### config.mk
export PLATFORM = sky130hd
export DESIGN_NAME = ext_cpu_redundancy_ctrl
export DESIGN_NICKNAME = d
export VERILOG_FILES = /design/src/rtl/ext_cpu_obi_pkg.sv /design/src/rtl/ext_cpu_redundancy_ctrl.sv
export SDC_FILE = /design/constraint.sdc
export NUM_CORES = 1
export LEC_CHECK = 0
export ABC_AREA = 1
export CORE_AREA = 2 2 269 271
export CTS_CLUSTER_DIAMETER = 60
export DETAILED_ROUTE_END_ITERATION = 8
export DIE_AREA = 0 0 271 273
export GPL_ROUTABILITY_DRIVEN = 0
export PLACE_DENSITY = 0.42
export SLEW_MARGIN = 20
export SYNTH_ARGS = -nofsm -noshare
export SYNTH_HDL_FRONTEND = slang
export SYNTH_SLANG_ARGS = --single-unit
export TNS_END_PERCENT = 10
### constraint.sdc
create_clock -name clk_i -period 3.6 [get_ports clk_i]
set_clock_uncertainty 0.1 [all_clocks]
set_input_delay 0.72 -clock clk_i [delete_from_list [all_inputs] [get_ports clk_i]]
set_output_delay 0.72 -clock clk_i [all_outputs]
set_load 0.01 [all_outputs]
### src/rtl/ext_cpu_obi_pkg.sv
// OBI data-port request/response records and the redundancy mode encoding
// shared by the redundancy controller and its users.
package ext_cpu_obi_pkg;

  typedef struct packed {
    logic        req;
    logic [31:0] addr;
    logic        we;
    logic [3:0]  be;
    logic [31:0] wdata;
  } obi_req_t;

  typedef struct packed {
    logic        gnt;
    logic        rvalid;
    logic [31:0] rdata;
  } obi_resp_t;

  typedef enum logic [1:0] {
    MODE_INDEP = 2'd0,
    MODE_DMR   = 2'd1,
    MODE_TMR   = 2'd2,
    MODE_RSVD  = 2'd3
  } mode_e;

endpackage

### src/rtl/ext_cpu_redundancy_ctrl.sv
// Redundancy controller between the cve2 hart data ports and the system bus:
// independent pass-through, DMR compare or TMR vote, with drained mode switches.
module ext_cpu_redundancy_ctrl
  import ext_cpu_obi_pkg::*;
#(
  parameter int NHARTS  = 3,
  parameter int CNT_W   = 16,
  parameter int OUTST_W = 3
) (
  input  logic                      clk_i,
  input  logic                      rst_ni,
  input  logic [1:0]                mode_i,
  input  logic                      mode_req_i,
  output logic [1:0]                mode_o,
  output logic                      busy_o,
  input  obi_req_t  [NHARTS-1:0]    core_req_i,
  output obi_resp_t [NHARTS-1:0]    core_resp_o,
  output obi_req_t  [NHARTS-1:0]    bus_req_o,
  input  obi_resp_t [NHARTS-1:0]    bus_resp_i,
  input  logic                      clr_i,
  output logic [NHARTS-1:0]         mismatch_o,
  output logic                      fatal_o,
  output logic [NHARTS*CNT_W-1:0]   mismatch_cnt_o
);

  typedef enum logic [1:0] {ST_RUN, ST_DRAIN, ST_SWITCH} state_e;

  // Third voter index; folds onto hart 1 when there is no hart 2 (TMR unreachable then).
  localparam int H2 = (NHARTS > 2) ? 2 : 1;

  state_e state_q, state_d;
  mode_e  mode_q, mode_d, target_q, target_d;

  logic [NHARTS-1:0][CNT_W-1:0]   cnt_q;
  logic [NHARTS-1:0][OUTST_W-1:0] outst_q;
  logic                           fatal_q;

  obi_req_t                       voted;
  obi_req_t [NHARTS-1:0]          bus_req;
  logic [NHARTS-1:0]              mm, grouped, inc;
  logic                           fatal_evt, eq01, eq02, eq12, mode_ok, busy;

  // Fields that do not matter for the access are masked before comparing.
  function automatic obi_req_t cmp_key(obi_req_t r);
    obi_req_t k;
    k = r;
    if (!r.we) begin
      k.be    = '0;
      k.wdata = '0;
    end
    if (!r.req) k = '0;
    return k;
  endfunction

  assign eq01 = cmp_key(core_req_i[0]) == cmp_key(core_req_i[1]);
  assign eq02 = cmp_key(core_req_i[0]) == cmp_key(core_req_i[H2]);
  assign eq12 = cmp_key(core_req_i[1]) == cmp_key(core_req_i[H2]);

  // NOTE: every always_comb output gets a default first so no path leaves it unassigned (no latch).
  always_comb begin
    voted     = core_req_i[0];
    mm        = '0;
    fatal_evt = 1'b0;
    case (mode_q)
      MODE_DMR: begin
        if (!eq01) begin
          mm[0]     = 1'b1;
          mm[1]     = 1'b1;
          fatal_evt = 1'b1;
        end
      end
      MODE_TMR: begin
        if (NHARTS > 2 && !(eq01 && eq02)) begin
          if (eq01)       mm[H2] = 1'b1;
          else if (eq02)  mm[1]  = 1'b1;
          else if (eq12) begin
            voted = core_req_i[1];
            mm[0] = 1'b1;
          end else begin
            mm[0]     = 1'b1;
            mm[1]     = 1'b1;
            mm[H2]    = 1'b1;
            fatal_evt = 1'b1;
          end
        end
      end
      default: ;
    endcase
  end

  assign busy = (state_q != ST_RUN);

  // Routing follows mode_q, which only changes in SWITCH, so in-flight responses
  // reach the harts of the old grouping. Handshakes stay blocked through SWITCH too.
  always_comb begin
    for (int i = 0; i < NHARTS; i++) begin
      grouped[i]     = (mode_q == MODE_DMR && i < 2) || (mode_q == MODE_TMR && i < 3);
      bus_req[i]     = core_req_i[i];
      core_resp_o[i] = bus_resp_i[i];
      if (grouped[i]) begin
        bus_req[i]     = (i == 0) ? voted : '0;
        core_resp_o[i] = bus_resp_i[0];
      end
      if (busy) begin
        bus_req[i].req     = 1'b0;
        core_resp_o[i].gnt = 1'b0;
      end
      inc[i] = bus_req[i].req & bus_resp_i[i].gnt;
    end
  end

  assign bus_req_o = bus_req;

  assign mode_ok = (mode_i != MODE_RSVD) && (mode_i != mode_q) &&
                   !(mode_i == MODE_TMR && NHARTS < 3);

  always_comb begin
    state_d  = state_q;
    mode_d   = mode_q;
    target_d = target_q;
    case (state_q)
      ST_RUN: begin
        if (mode_req_i && mode_ok) begin
          target_d = mode_e'(mode_i);
          state_d  = ST_DRAIN;
        end
      end
      ST_DRAIN:  if (outst_q == '0) state_d = ST_SWITCH;
      ST_SWITCH: begin
        mode_d  = target_q;
        state_d = ST_RUN;
      end
      default: state_d = ST_RUN;
    endcase
  end

  // NOTE: sequential state uses non-blocking assignments so every register samples pre-edge values.
  always_ff @(posedge clk_i or negedge rst_ni) begin
    if (!rst_ni) begin
      state_q  <= ST_RUN;
      mode_q   <= MODE_INDEP;
      target_q <= MODE_INDEP;
    end else begin
      state_q  <= state_d;
      mode_q   <= mode_d;
      target_q <= target_d;
    end
  end

  // NOTE: the counter arrays are flops, not RAM, so they take the async reset like any state.
  always_ff @(posedge clk_i or negedge rst_ni) begin
    if (!rst_ni) begin
      cnt_q   <= '0;
      fatal_q <= 1'b0;
      outst_q <= '0;
    end else begin
      for (int i = 0; i < NHARTS; i++) begin
        if (clr_i)                         cnt_q[i] <= '0;
        else if (mm[i] && cnt_q[i] != '1) cnt_q[i] <= cnt_q[i] + CNT_W'(1);

        if (inc[i] && !bus_resp_i[i].rvalid && outst_q[i] != '1)
          outst_q[i] <= outst_q[i] + OUTST_W'(1);
        else if (!inc[i] && bus_resp_i[i].rvalid && outst_q[i] != '0)
          outst_q[i] <= outst_q[i] - OUTST_W'(1);
      end
      if (clr_i)          fatal_q <= 1'b0;
      else if (fatal_evt) fatal_q <= 1'b1;
    end
  end

  assign mode_o         = mode_q;
  assign busy_o         = busy;
  assign mismatch_o     = mm;
  assign fatal_o        = fatal_q;
  assign mismatch_cnt_o = cnt_q;

endmodule

### Word-level counts from Yosys, hierarchy flattened

Index checks and enable logic that the tools add are counted.

| word-level totals | value |
|---|---|
| input bits | 318 |
| output and inout bits | 367 |
| bits in registers | 64 |
| word-level logic and storage cells | 134 |

| operators by class | value |
|---|---|
| equality and inequality tests | 17 |
| mux-type cells | 55 |
| bitwise operators | 3 |
| reductions and logical operators | 40 |
| add/sub/neg operators | 9 |

Operators with widths:

| kind | number |
|---|---|
| 70-bit two-way mux | 11 |
| 70-bit equality test | 3 |
| 36-bit two-way mux | 3 |
| 16-bit two-way mux | 6 |
| 34-bit two-way mux | 2 |
| 16-bit by 1-bit adder with 16-bit output (second input constant) | 3 |
| 16-bit inequality test (second input constant) | 3 |
| 3-bit two-way mux | 7 |
| 1-bit logical AND | 18 |
| 1-bit two-way mux | 18 |
| 2-bit nonzero test | 8 |
| 2-bit two-way mux | 5 |
| 3-bit by 1-bit adder with 3-bit output (second input constant) | 3 |
| 9-bit logical NOT | 1 |
| 3-bit inequality test (second input constant) | 3 |
| 3-bit nonzero test | 3 |
| 3-bit by 1-bit subtractor with 3-bit output (second input constant) | 3 |
| 2-bit case mux with 2 select lines | 2 |
| 1-bit logical NOT | 6 |
| 2-bit inequality test (second input constant) | 3 |
| 2-bit by 1-bit equality test with 1-bit output (second input constant) | 2 |
| 2-bit equality test (second input constant) | 2 |
| 2-bit AND reduction | 2 |
| 1-bit bitwise AND | 3 |
| 4 further kinds | 4 |

### Logic depth before layout (Yosys ltp)

| logic depth | value |
|---|---|
| depth after elaboration | 16 |
| mapped depth | 22 |
| mapped depth without buffers | 21 |

### Worst setup path before layout

No wires, ideal clock.

| timing path | value |
|---|---|
| path kind | in2out |
| start | input core_req_i[139] in the netlist's numbering |
| end | output bus_req_o[29] in the netlist's numbering |
| data required time | 2,780 ps |
| setup slack | 256 ps |
| stages on the path | 15 |
| arrival time | 2,524 ps |
| path buffers | 4 |
| path through | buf_4 nand2_8 buf_6 nor2_1 xnor2_1 nand2_1 nor2_1 nand2_1 nor2_1 nand2_1 nor2_2 nand3_2 buf_2 buf_2 o21ai_1 |

RTL lines:

| what | RTL line | RTL |
|---|---|---|
| start, declared | ext_cpu_redundancy_ctrl.sv:16 | `input obi_req_t [NHARTS-1:0] core_req_i,` |
| end, declared | ext_cpu_redundancy_ctrl.sv:18 | `output obi_req_t [NHARTS-1:0] bus_req_o,` |

==> flow_summary.toml <==
[critical_path]
cp.required_ns = 2.78
cp_dominant_cell_by_count = "nand2_1"
worstSetupEndpointType = "output port"
cp_slowest_cell = "buf_12"
critical_path.top_delay_family = "simple AND/OR/NAND/NOR gates"
cp_launch_type = "input port"
critical_path.cell_chain = "buf_16 > buf_8 > buf_6 > nand2_4 > inv_2 > nand2_1 > nand2_1 > nor2_2 > nand2_2 > nor2_2 > nand2_1 > nor2_4 > nand2_2 > nor2_4 > nand3_4 > buf_12 > buf_8 > buf_16 > o21ai_2 > buf_2"
cp_slowest_stage_delay_ns = 0.17
worst_r2r_path_depth = 13
criticalPathCategory = "input port to output port"
critical_path_cell_count = 20
cp_max_fo = 7
worstPathArrival_ns = 3.05
worst_path_buf_inv = 8

[grt]
globalRouteOverflowTotal = 0
grt_pass1_vias = 17264
grt_max_degree = 106
grt_pass1_wl_um = 114000
gr-usage-all-layers_pct = 20.4
antenna_found_initial = 8

[timing]
timing_max_transition_violations_final = 0
final_hold_viol_count = 0
finalWorstSetupSlack_ns = -0.268
final_period_minus_worst_setup_slack_ns = 3.87
fmax_mhz = 259
rsz_0062_raised_after_global_routing = "true"
tightest_slew_ns = 0.782
slew_headroom_pct = 47.9
post-route-period-util_pct = 107
finalSetupViolations = 72

[placed_design]
dp_slack_ns = -1.57
hpwl_um = 64900
placed_cells_incl_taps = 4150
placed_cell_area_um2 = 22100
port_buffers = 684

[floorplanning]
fp.dieH_um = 273
count_of_standard_cell_rows = 98
dieWidth_um = 271
floorplan.die_area_um2 = 74000
boundaryPins = 685
core_area_um2 = 71000
initial_core_util_pct = 16.1

[synthesis]
yosys-top-cells-area = "nand2_1 30%, dfrtp_1 14%, inv_1 10%"
synth-simple-area-share_pct = 52.3
synth_cell_types = 46
count_of_flip_flops_with_a_built_in_enable_after_synthesis = 0
xor_xnor_portion_of_the_synthesized_cell_area_pct = 7.89
synth_area_leader_cell = "nand2_1"
synth.ff_latch_count = 64
synth_nets = 2546
ys_dominant_reg_cell = "dfrtp_1"
synth_adder_area_share_pct = 1.07
synth_top_family_by_area = "simple AND/OR/NAND/NOR gates"
synth_compound_area_share_pct = 7.36
muxShareOfSynthArea_pct = 0.285
post-synth-top-area-fraction_pct = 30.0
synthArstFlopShare_pct = 100
post_synth_instance_area_um2 = 11400
synth.cells.most_frequent = "914 x nand2_1, 308 x inv_1, 275 x nor2_1"
synth_most_common_cell = "nand2_1"
ys_seq_area_share_pct = 14.0
synthesis.instances = 2220
yosysWarningCount = 0
syn_avg_cell_area_um2 = 5.15

[finish]
finalCoreUtilization_pct = 34.4
final_cell_area_um2 = 24400
fillCellCount = 7911
area.growth.synth_to_final_pct = 114
stdcell_count = 4234
nNetsFinal = 3602
drive_above_1_share_pct = 28.4

[clocking]
cts.sinks = 64
clock_tree.htree_level_count = 3
worstSkewPairLatency_ns = 0.34
cts_inserted_buffers = 9
clock_tree.buffer_depth = 2
cts.clk_slew.worst_paths_ns = 0.06
cts.root.buffer_cell = "clkbuf_16"
cts_tree = "built"
cts_hold_repair.buffers = 0

[route]
drt-total-wl_um = 79400
post-route-drc-count = 0
dr.first_iter.drc_count = 1015
drt_pass1_iterations = 7
vias_per_cell = 4.15
routed_wirelength_normalized_by_instance_count_um = 18.8
route.antenna.remaining_nets = 0
routed-via-count = 17567

[power]
power.ir.vdd_worst_mv = 0.284
finalPower_mw = 6.47
leakagePower_nw = 12.6
power_density_normalized_to_cell_area_nw_per_um2 = 265

[flow_run]
cap_viol_max_count = 0

[status]
status = "finished with violations"
violations = "setup timing"

[min_path]
hold_path.class = "input port to asynchronous set/reset pin"
-- cell type report --
cell class	instances	area, µm²	share of cell area (%)
tap	950	1190	4.87
inverter	323	1250	5.11
antenna	3	7.51	0.0307
clock inverter	7	120	0.492
multi-input combinational	1711	8980	36.8
timing repair buffer	1167	11100	45.3
sequential	64	1600	6.56
clock buffer	9	225	0.922
-- cells by family after synthesis --
logic type,Yosys count
compound gates,150
mux,3
fa+ha+maj,8
simple gates,1447
flops,64
buf+inv,445
xor+xnor,103
-- routing by layer --
metal / vias to the layer above / global-route usage [%] / share of wire (%)
met1: 8060 / 25.6 / 43
met4: 2 / 3.31 / 1.9
li1: 8869 / - / -
met5: - / 0 / 0.016
met2: 571 / 37.9 / 50
met3: 65 / 2.25 / 4.6
-- state kept, by name, summed over array words and instances, names as in the netlist --
signal          count
outst_q             9
state_q             2
mode_o              2
target_q            2
fatal_o             1
mismatch_cnt_o     48
-- timing repair --
action	4_1_cts	5_1_grt
resized for setup	801	192
buffers inserted	32	19
setup endpoints to repair	127	92
cloned	16	3
pin swaps	89	76
-- layout by cell type (no fill, tap or decap), types with 5 or more instances in the layout --
master             n
a21oi_1           10
o22ai_1           16
clkbuf_16         12
nor2_4            39
nand2_1          807
buf_6             48
xor2_1            55
nand3b_1          13
o21ai_2           29
buf_4            408
nor2_1           211
dfrtp_1           64
dlygate4sd2_1    141
clkdlybuf4s50_1  441
buf_12            30
nand4_1           26
buf_2             48
o21ai_0           45
nand2_2           94
dlymetal6s2s_1    14
nor3_1            28
nor3_2             6
buf_8              5
xnor2_1           42
nand3_1          121
inv_1            253
inv_2             63
nand3_2            8
nor2_2            53
o21ai_4           11
buf_16            20
nand2_4           22
clkdlybuf4s15_1    5
o21ai_1           27
-- path summary, 6_finish.rpt --
kind                            startpoint                  to  slack, ns
max                        core_req_i[209]        bus_req_o[0]      -0.27
min                                 rst_ni  mismatch_cnt_o[25]       0.37
max reg2reg                      mode_o[1]          outst_q[5]       0.37
min reg2reg                     state_q[1]          state_q[1]       0.38
max in group asynchronous           rst_ni          outst_q[6]       2.37
min in group clk_i              state_q[1]          state_q[1]       0.38
-- power breakdown --
group | total (mW) | internal [mW] | switching [mW]
Clock | 1.02 | 0.677 | 0.344
Combinational | 4.56 | 2.22 | 2.34
Sequential | 0.887 | 0.799 | 0.0879
-- stage by stage --
step,hold WS (ns),TNS [ns]
6_report,0.366,-14.47
5_1_grt,0.408,-21.60
4_1_cts,0.376,-10.10
3_5_place_dp,0.375,-136.79
3_3_place_gp,0.369,-135.25
2_1_floorplan,0.324,0
No activity file was read; power rests on OpenSTA's default activity.
